<file path="config.mk">
export PLATFORM = sky130hd
export DESIGN_NAME = fetch_unit
export DESIGN_NICKNAME = d
export VERILOG_FILES = /design/src/rtl/fetch_unit.sv
export SDC_FILE = /design/constraint.sdc
export NUM_CORES = 1
export LEC_CHECK = 0
export CAP_MARGIN = 5
export CORE_MARGIN = 4
export CORE_UTILIZATION = 54
export CTS_CLUSTER_SIZE = 8
export DETAILED_ROUTE_END_ITERATION = 6
export PLACE_DENSITY_LB_ADDON = 0.08
export RECOVER_POWER = 50
export SLEW_MARGIN = 25
export SYNTH_ARGS = -nofsm -noshare
export SYNTH_HDL_FRONTEND = slang
export SYNTH_SLANG_ARGS = --single-unit
</file>
<file path="constraint.sdc">
create_clock -name CLK -period 9.65 [get_ports CLK]
set_input_delay 1.93 -clock CLK [delete_from_list [all_inputs] [get_ports CLK]]
set_output_delay 1.93 -clock CLK [all_outputs]
set_load 0.02 [all_outputs]
</file>
<file path="src/rtl/fetch_unit.sv">
// Instruction-fetch front end: owns the PC, runs one outstanding req/ack fetch at a time,
// and buffers up to two returned words for the IF_ID register.
module fetch_unit #(
    parameter logic [31:0] RESET_PC = 32'h0000_0000
) (
    input  logic        CLK,
    input  logic        RST,
    input  logic        Stall,
    input  logic        BranchTaken,
    input  logic [31:0] BranchTarget,
    output logic        ImReq,
    output logic [31:0] ImAddr,
    input  logic        ImAck,
    input  logic [31:0] ImData,
    output logic        OutValid,
    output logic [31:0] OutPC,
    output logic [31:0] OutAdd1,
    output logic [31:0] OutIns,
    output logic [1:0]  DbgState
);

    typedef enum logic [1:0] {
        IDLE = 2'd0,
        BUSY = 2'd1,
        DROP = 2'd2
    } state_e;

    typedef struct packed {
        logic [31:0] pc;
        logic [31:0] add1;
        logic [31:0] ins;
    } entry_t;

    state_e      state_q, state_d;
    logic [31:0] pc_q, pc_d;
    logic [31:0] req_addr_q, req_addr_d;
    logic [1:0]  count_q, count_d;
    entry_t      q_q [2];
    entry_t      q_d [2];

    logic        pop, push, wr_sel;
    logic [31:0] fetch_addr;

    always_ff @(posedge CLK or posedge RST) begin
        if (RST) begin
            state_q    <= IDLE;
            pc_q       <= RESET_PC;
            req_addr_q <= 32'h0;
            count_q    <= 2'd0;
            q_q[0]     <= '0;
            q_q[1]     <= '0;
        end else begin
            state_q    <= state_d;
            pc_q       <= pc_d;
            req_addr_q <= req_addr_d;
            count_q    <= count_d;
            q_q[0]     <= q_d[0];
            q_q[1]     <= q_d[1];
        end
    end

    always_comb begin
        state_d    = state_q;
        pc_d       = pc_q;
        req_addr_d = req_addr_q;
        q_d[0]     = q_q[0];
        q_d[1]     = q_q[1];

        pop        = OutValid && !Stall && !BranchTaken;
        push       = ImAck && (state_q == BUSY) && !BranchTaken;
        fetch_addr = BranchTaken ? BranchTarget : pc_q;
        // Tail slot after the pop: count 2 only ever pushes together with a pop.
        wr_sel     = count_q[1] | (count_q[0] & !pop);

        if (BranchTaken) begin
            count_d = 2'd0;
        end else begin
            count_d = count_q - {1'b0, pop} + {1'b0, push};
        end

        if (pop) begin
            q_d[0] = q_q[1];
        end
        if (push) begin
            q_d[wr_sel] = '{pc: req_addr_q, add1: req_addr_q + 32'd4, ins: ImData};
        end

        // A new request may only start once the current one has completed.
        if (state_q == IDLE || ImAck) begin
            if (count_d < 2'd2) begin
                state_d    = BUSY;
                req_addr_d = fetch_addr;
                pc_d       = fetch_addr + 32'd4;
            end else begin
                state_d = IDLE;
                if (BranchTaken) begin
                    pc_d = BranchTarget;
                end
            end
        end else if (BranchTaken) begin
            state_d = DROP;
            pc_d    = BranchTarget;
        end
    end

    assign ImReq    = (state_q != IDLE);
    assign ImAddr   = req_addr_q;
    assign OutValid = (count_q != 2'd0);
    assign OutPC    = OutValid ? q_q[0].pc   : 32'h0;
    assign OutAdd1  = OutValid ? q_q[0].add1 : 32'h0;
    assign OutIns   = OutValid ? q_q[0].ins  : 32'h0;
    assign DbgState = state_q;

endmodule

</file>
==> key figures, run 1 <==
Floorplan
  – Die X: about 160 um
  – Initial Util: 0.549
  – Die ar.: 25500 um2
  – Area of the core: approximately 23000 um2
  – I/O pin cnt: 201
  – Core Rows: 55
  – Die Height: around 160 um

Global route
  – First-pass GRT wire length: roughly 50000 um
  – Antenna violations before repair: 0
  – Vias in the first global route: about 9600
  – Largest net degree at the start of global routing: around 140
  – Gr usage total: 0.236
  – Total congestion overflow: 0

Detailed routing
  – DRC Markers: 0
  – Routed Wire Length: between 30000 and 40000 um
  – Wire per inst: 17.6 um
  – DR vias/cell: 5.63
  – Via count: about 9800
  – Drt first pass iters: 5
  – Antenna Violating Nets Remaining: 0
  – Detailed Route Iter0 Violations: about 800

Timing
  – Fin. max-slew vios: roughly 130
  – Post-layout min period: 6.01 ns
  – Final period util: 0.623
  – Final WS setup: roughly 3.6 ns
  – Slew HR: -2.64
  – RSZ-0062 raised after global routing: no
  – Final Hold Fails: 0
  – Setup TNS: 0 ns
  – Max Clock Freq: approximately 170 MHz
  – Final clock skew: 0.0155 ns
  – Worst slew pin tran: 5.44 ns
  – Final setup viols: 0

Worst setup path
  – Worst reg2reg startpoint: DbgState[0]
  – Crit. Startpoint: RST
  – Data arrival, critical path: 5.62 ns
  – Critical-path cell list: dlygate4sd3_1, clkinvlp_2
  – Worst EP required: between 9 and 10 ns
  – Crit path kind: in2async
  – Critical path capture point type: asynchronous set/reset pin
  – Worst path max stage delay: slightly below 3 ns
  – Crit-path slowest cell: clkinvlp_2
  – CP startpoint kind: input port
  – Crit Path Max Fanout: around 120
  – Top delay family on crit path: buffers and inverters
  – Buffers & Inverters on Critical Path: 2

Power
  – PwrDens: between 200 and 300 nW/um2
  – Combinational share of power: 0.323
  – Switching Share: 0.340
  – Lkg Pwr: roughly 0.0068 uW
  – Worst VDD drop: 0.146 mV
  – Seq pwr share: 0.415
  – Psw: approximately 1500 uW
  – Clock power frac: 0.262
  – P_int: 2950 uW

Logic synthesis
  – Synth Flop Type: dfrtp_1
  – Sequential element share of the synthesized area: 0.520
  – Post-synthesis register bit count: 258
  – Syn Nets: 1367
  – Synth top area share: 0.520
  – YS warnings: 0
  – Mapped Area: 12400 um2
  – Syn Inst Count: between 1000 and 1500
  – Synth area leader: dfrtp_1
  – Ranking of synthesized cells by area: dfrtp_1 52%, nand2_1 8.1%, mux2_2 6.6%
  – Count of cell types in the netlist: 49
  – EDFF count, synth: 0
  – Synth async-reset ratio: 1.00
  – Syn avg cell area: 9.59 um2

Clock network
  – Post-cts gate resize count: 0
  – Clk sinks: around 260
  – CTS root buf: clkbuf_16
  – Post-CTS setup buffer count: 0
  – CTS tree: done
  – Clk pin slew, worst setup/hold paths: roughly 0.050 ns
  – Inserted Clock Buffers: 38
  – Clock Path Buffers: 3
  – H-tree level count: 2
  – Worst-Skew Late Latency: about 0.5 ns
  – Cts hold-fix bufs: 0

Place
  – Placed inst area: 14600 um2
  – Post-Place Setup Slack: 3.37 ns
  – HPWL after detailed placement: 19200 um
  – RePlAce Congestion: a little over 0.8
  – Port buffer count: 200

Min path
  – Worst Hold Class: reg2reg

Cells and area
  – Most frequent cells in the layout: 268 x nand2_1, 258 x dfrtp_1, 163 x clkdlybuf4s50_1
  – Share of cells above drive strength 1: 0.0948
  – Register area: 6460 um2
  – Area growth from synthesis to layout: 25.5%
  – Multi-input logic area: ~5600 um2
  – Non-Filler Cell Area, Final: about 16000 um2
  – Fill count: between 1500 and 2000
  – Most common cell after layout, fill and taps aside: nand2_1
  – Final net count: 1526
  – Antenna cell count: 0

Run status
  – Violated checks: capacitance limit, slew limit
  – Outcome: finished, violations left

Job
  – Max-cap viol count: 1
worst min-delay path, delay by kind of cell, from the launching register on:
| kind | cells | cell delay [ns] |
|---|---|---|
| flip-flops | 1 | 0.34 |
| AO/OA/AOI/OAI | 1 | 0.06 |
| AND/OR/NAND/NOR | 1 | 0.05 |
area by class of cell:
class,count,share of cell area
Clock buffer,41,0.0658
Clock inverter,1,0.000562
Inverter,10,0.00249
Multi-Input combinational cell,937,0.359
Sequential cell,258,0.414
Tap cell,285,0.0229
Timing Repair Buffer,209,0.135
metrics by stage:
step / hold slack, ns / util / instances / power [uW]
4_1_cts: 0.481 / 0.689 / 1741 / 4530
6_report: 0.477 / 0.688 / 1741 / 4480
3_3_place_gp: 0.461 / 0.642 / 1698 / 3280
3_5_place_dp: 0.471 / 0.643 / 1699 / 3340
5_1_grt: 0.503 / 0.688 / 1741 / 4750
2_1_floorplan: 0.449 / - / 1295 / 2720
cells by family (layout without fill, tap and decap cells):
family | after synthesis | count (layout) | share of synthesized area
buffers and inverters | 100 | 261 | 0.0323
flip-flops | 258 | 258 | 0.520
XOR/XNOR | 65 | 65 | 0.0458
adder cells (fa/ha/maj) | 3 | 3 | 0.00302
AO/OA/AOI/OAI | 183 | 183 | 0.0850
AND/OR/NAND/NOR | 581 | 581 | 0.222
multiplexers | 105 | 105 | 0.0920
power groups by stage:
stage / combinational, uW / sequential (uW) / clock [uW]
after floorplan: 912 / 1810 / 0
after global placement: 1440 / 1850 / 0
after detailed placement: 1470 / 1870 / 0
after CTS: 1480 / 1860 / 1200
after global routing: 1590 / 1910 / 1250
final: 1450 / 1860 / 1170
routing by layer:
metal,vias up,global-route usage,routed length [um]
met1,4800,0.346,14400
met3,40,0.0390,1570
met4,0,0.0611,554
met5,-,0,0
li1,4669,-,-
met2,293,0.369,14100
Yosys cell counts, types with 2 or more instances:
cell type and count:
a211oi_1 2, a21oi_1 38, a31oi_1 70, a32o_1 3, a32oi_1 3, and2_1 99
and3_1 22, and4_1 3, buf_1 2, buf_2 6, buf_6 2, clkbuf_1 79
dfrtp_1 258, ha_1 3, inv_1 10, mux2_2 73, mux2i_1 32, nand2_1 269
nand2b_1 5, nand3_1 17, nand3b_1 5, nand4_1 14, nand4b_1 4, nor2_1 94
nor2b_1 9, nor3_1 17, nor3_2 2, nor3b_1 3, nor4_1 5, nor4b_1 3
o21ai_0 60, or2_2 3, xnor2_1 44, xor2_1 21
path summary, 6_finish.rpt:
check                                                  end  slack, ns  depth (start not counted)
worst max-delay path                               q_q[96]       3.64                          2
worst min-delay path                                  flop       0.48                          2
worst max register to register                    pc_q[26]       5.73                         11
worst min register to register                        flop       0.48                          2
max in group CLK                                  pc_q[26]       4.09                         13
min in group asynchronous       asynchronous set/reset pin       3.54                          2
Note: power is estimated with default switching activity, not from simulation.
==> run 2, diff against run 1 <==
CORE_UTILIZATION = 49   (was 54)
clock period = 5.2 ns   (was 9.65 ns; I/O delays follow)
==> key figures, run 2 (synthesis gave the netlist of run 1 again) <==
Timing
  – Slew HR: -0.398
  – Final setup viols: 0
  – Final Hold Fails: 0
  – Final period util: 0.793
  – Final clock skew: ~0.013 ns
  – Setup TNS: 0 ns
  – RSZ-0062 raised after global routing: no
  – Max Clock Freq: between 200 and 250 MHz
  – Worst slew pin tran: 2.09 ns
  – Fin. max-slew vios: ~340
  – Post-layout min period: ~4.1 ns

Worst setup path
  – Most frequent cell on the critical path: nand3_1
  – Worst EP required: about 5.6 ns
  – Buffers & Inverters on Critical Path: 2
  – Worst path max stage delay: 0.71 ns
  – CP startpoint kind: input port
  – Reg-to-reg endpoint: pc_q[31]
  – Worst reg2reg startpoint: count_q[1]
  – Crit Path Max Fanout: between 50 and 60
  – Top delay family on crit path: buffers and inverters
  – R2R cell count: 10
  – Data arrival, critical path: between 4 and 5 ns
  – Crit path kind: in2reg
  – Crit-path slowest cell: buf_4
  – Critical path capture point type: flop
  – Critical-path cell list: clkbuf_1, buf_4, nand3_1, a222oi_1, nand4_2, nor3_1, nand3_1, xor2_1
  – Flop-to-flop setup slack: 1.94 ns

Min path
  – Worst hold path cell count: 2
  – Worst Hold Class: reg2reg

Detailed routing
  – Antenna Violating Nets Remaining: 0
  – DR vias/cell: approximately 5.4
  – Via count: roughly 9800
  – Detailed Route Iter0 Violations: 756
  – Wire per inst: between 15 and 20 um
  – Routed Wire Length: roughly 31000 um
  – Drt first pass iters: 5
  – DRC Markers: 0

Run status
  – Violated checks: capacitance limit, slew limit
  – Outcome: finished, violations left

Cells and area
  – Area growth from synthesis to layout: 26.5%
  – Share of cells above drive strength 1: 0.0995
  – Most common cell after layout, fill and taps aside: nand2_1
  – Most frequent cells in the layout: 267 x nand2_1, 258 x dfrtp_1, 164 x clkdlybuf4s50_1
  – Multi-input logic area: roughly 5600 um2
  – Register area: about 6500 um2
  – Final net count: 1536
  – Antenna cell count: 0
  – Fill count: about 2100

Power
  – PwrDens: 531 nW/um2
  – Total chip power: roughly 8300 uW
  – Lkg Pwr: around 0.0068 uW
  – Worst VDD drop: around 0.25 mV

Floorplan
  – Die Height: 167 um
  – I/O pin cnt: approximately 200
  – Core Rows: between 50 and 60
  – Die X: ~170 um
  – Die ar.: roughly 28000 um2
  – Area of the core: 25000 um2
  – Initial Util: 0.496

Clock network
  – Clk pin slew, worst setup/hold paths: around 0.050 ns
  – Post-CTS setup buffer count: 0
  – H-tree level count: 2
  – CTS tree: done
  – Cts hold-fix bufs: 0
  – Clk sinks: ~260
  – Worst-Skew Late Latency: slightly above 0.5 ns
  – Clock Path Buffers: 3
  – Inserted Clock Buffers: 38
  – CTS root buf: clkbuf_16
  – Post-cts gate resize count: 0

Global route
  – Vias in the first global route: between 9000 and 10000
  – Total congestion overflow: 0
  – Gr usage total: 0.224
  – First-pass GRT wire length: between 50000 and 60000 um
  – Largest net degree at the start of global routing: 116
  – Antenna violations before repair: 0

Job
  – Max-cap viol count: 5

Place
  – Port buffer count: 200
  – HPWL after detailed placement: approximately 20000 um
  – RePlAce Congestion: ~0.84
run 2: area by class of cell:
type | count | share of cell area
tap | 330 | 0.0263
inverter | 10 | 0.00247
clock inverter | 1 | 0.000478
clock buffer | 42 | 0.0655
multi-input combinational | 937 | 0.356
sequential | 258 | 0.411
timing repair buffer | 219 | 0.138
run 2: where the power goes:
group,switching [uW],internal (uW),leakage [uW],total [uW]
sequential,612,2830,0.00315,3450
clock,819,1370,0.000507,2190
combinational,1410,1290,0.00316,2700
run 2: worst min-delay path, stage by stage (launching register included):
cell	delay [ns]
dfrtp_1	0.34
nand2_1	0.04
o21ai_0	0.06
run 2: worst max path at each step:
| stage | start | end | slack (ns) | depth (start not counted) |
|---|---|---|---|---|
| global placement | Stall | pc_q[26] | 1.00 | 11 |
| detailed placement | Stall | pc_q[14] | 0.86 | 12 |
| CTS | Stall | pc_q[31] | 1.35 | 11 |
| finish | BranchTaken | pc_q[26] | 1.08 | 8 |
| global route | BranchTaken | pc_q[26] | 0.71 | 8 |
| floorplan | RST | DbgState[0] | 0.76 | 1 |
run 2: per-stage QoR:
step | util | setup slack, ns | hold slack, ns | instance area, um2 | instances
finish | 0.628 | 1.08 | 0.476 | 15700 | 1797
global route | 0.628 | 0.713 | 0.497 | 15700 | 1797
CTS | 0.629 | 1.35 | 0.481 | 15800 | 1796
detailed placement | 0.588 | 0.859 | 0.470 | 14700 | 1753
global placement | 0.586 | 1.00 | 0.461 | 14700 | 1752
floorplan | - | 0.760 | 0.449 | 12400 | 1295
run 2: per-layer routing:
metal	track usage	part of all wire	up-vias
met5	0	0	-
met4	0.0536	0.020	0
met3	0.0352	0.056	51
met2	0.344	0.44	295
met1	0.338	0.48	4734
li1	-	-	4701
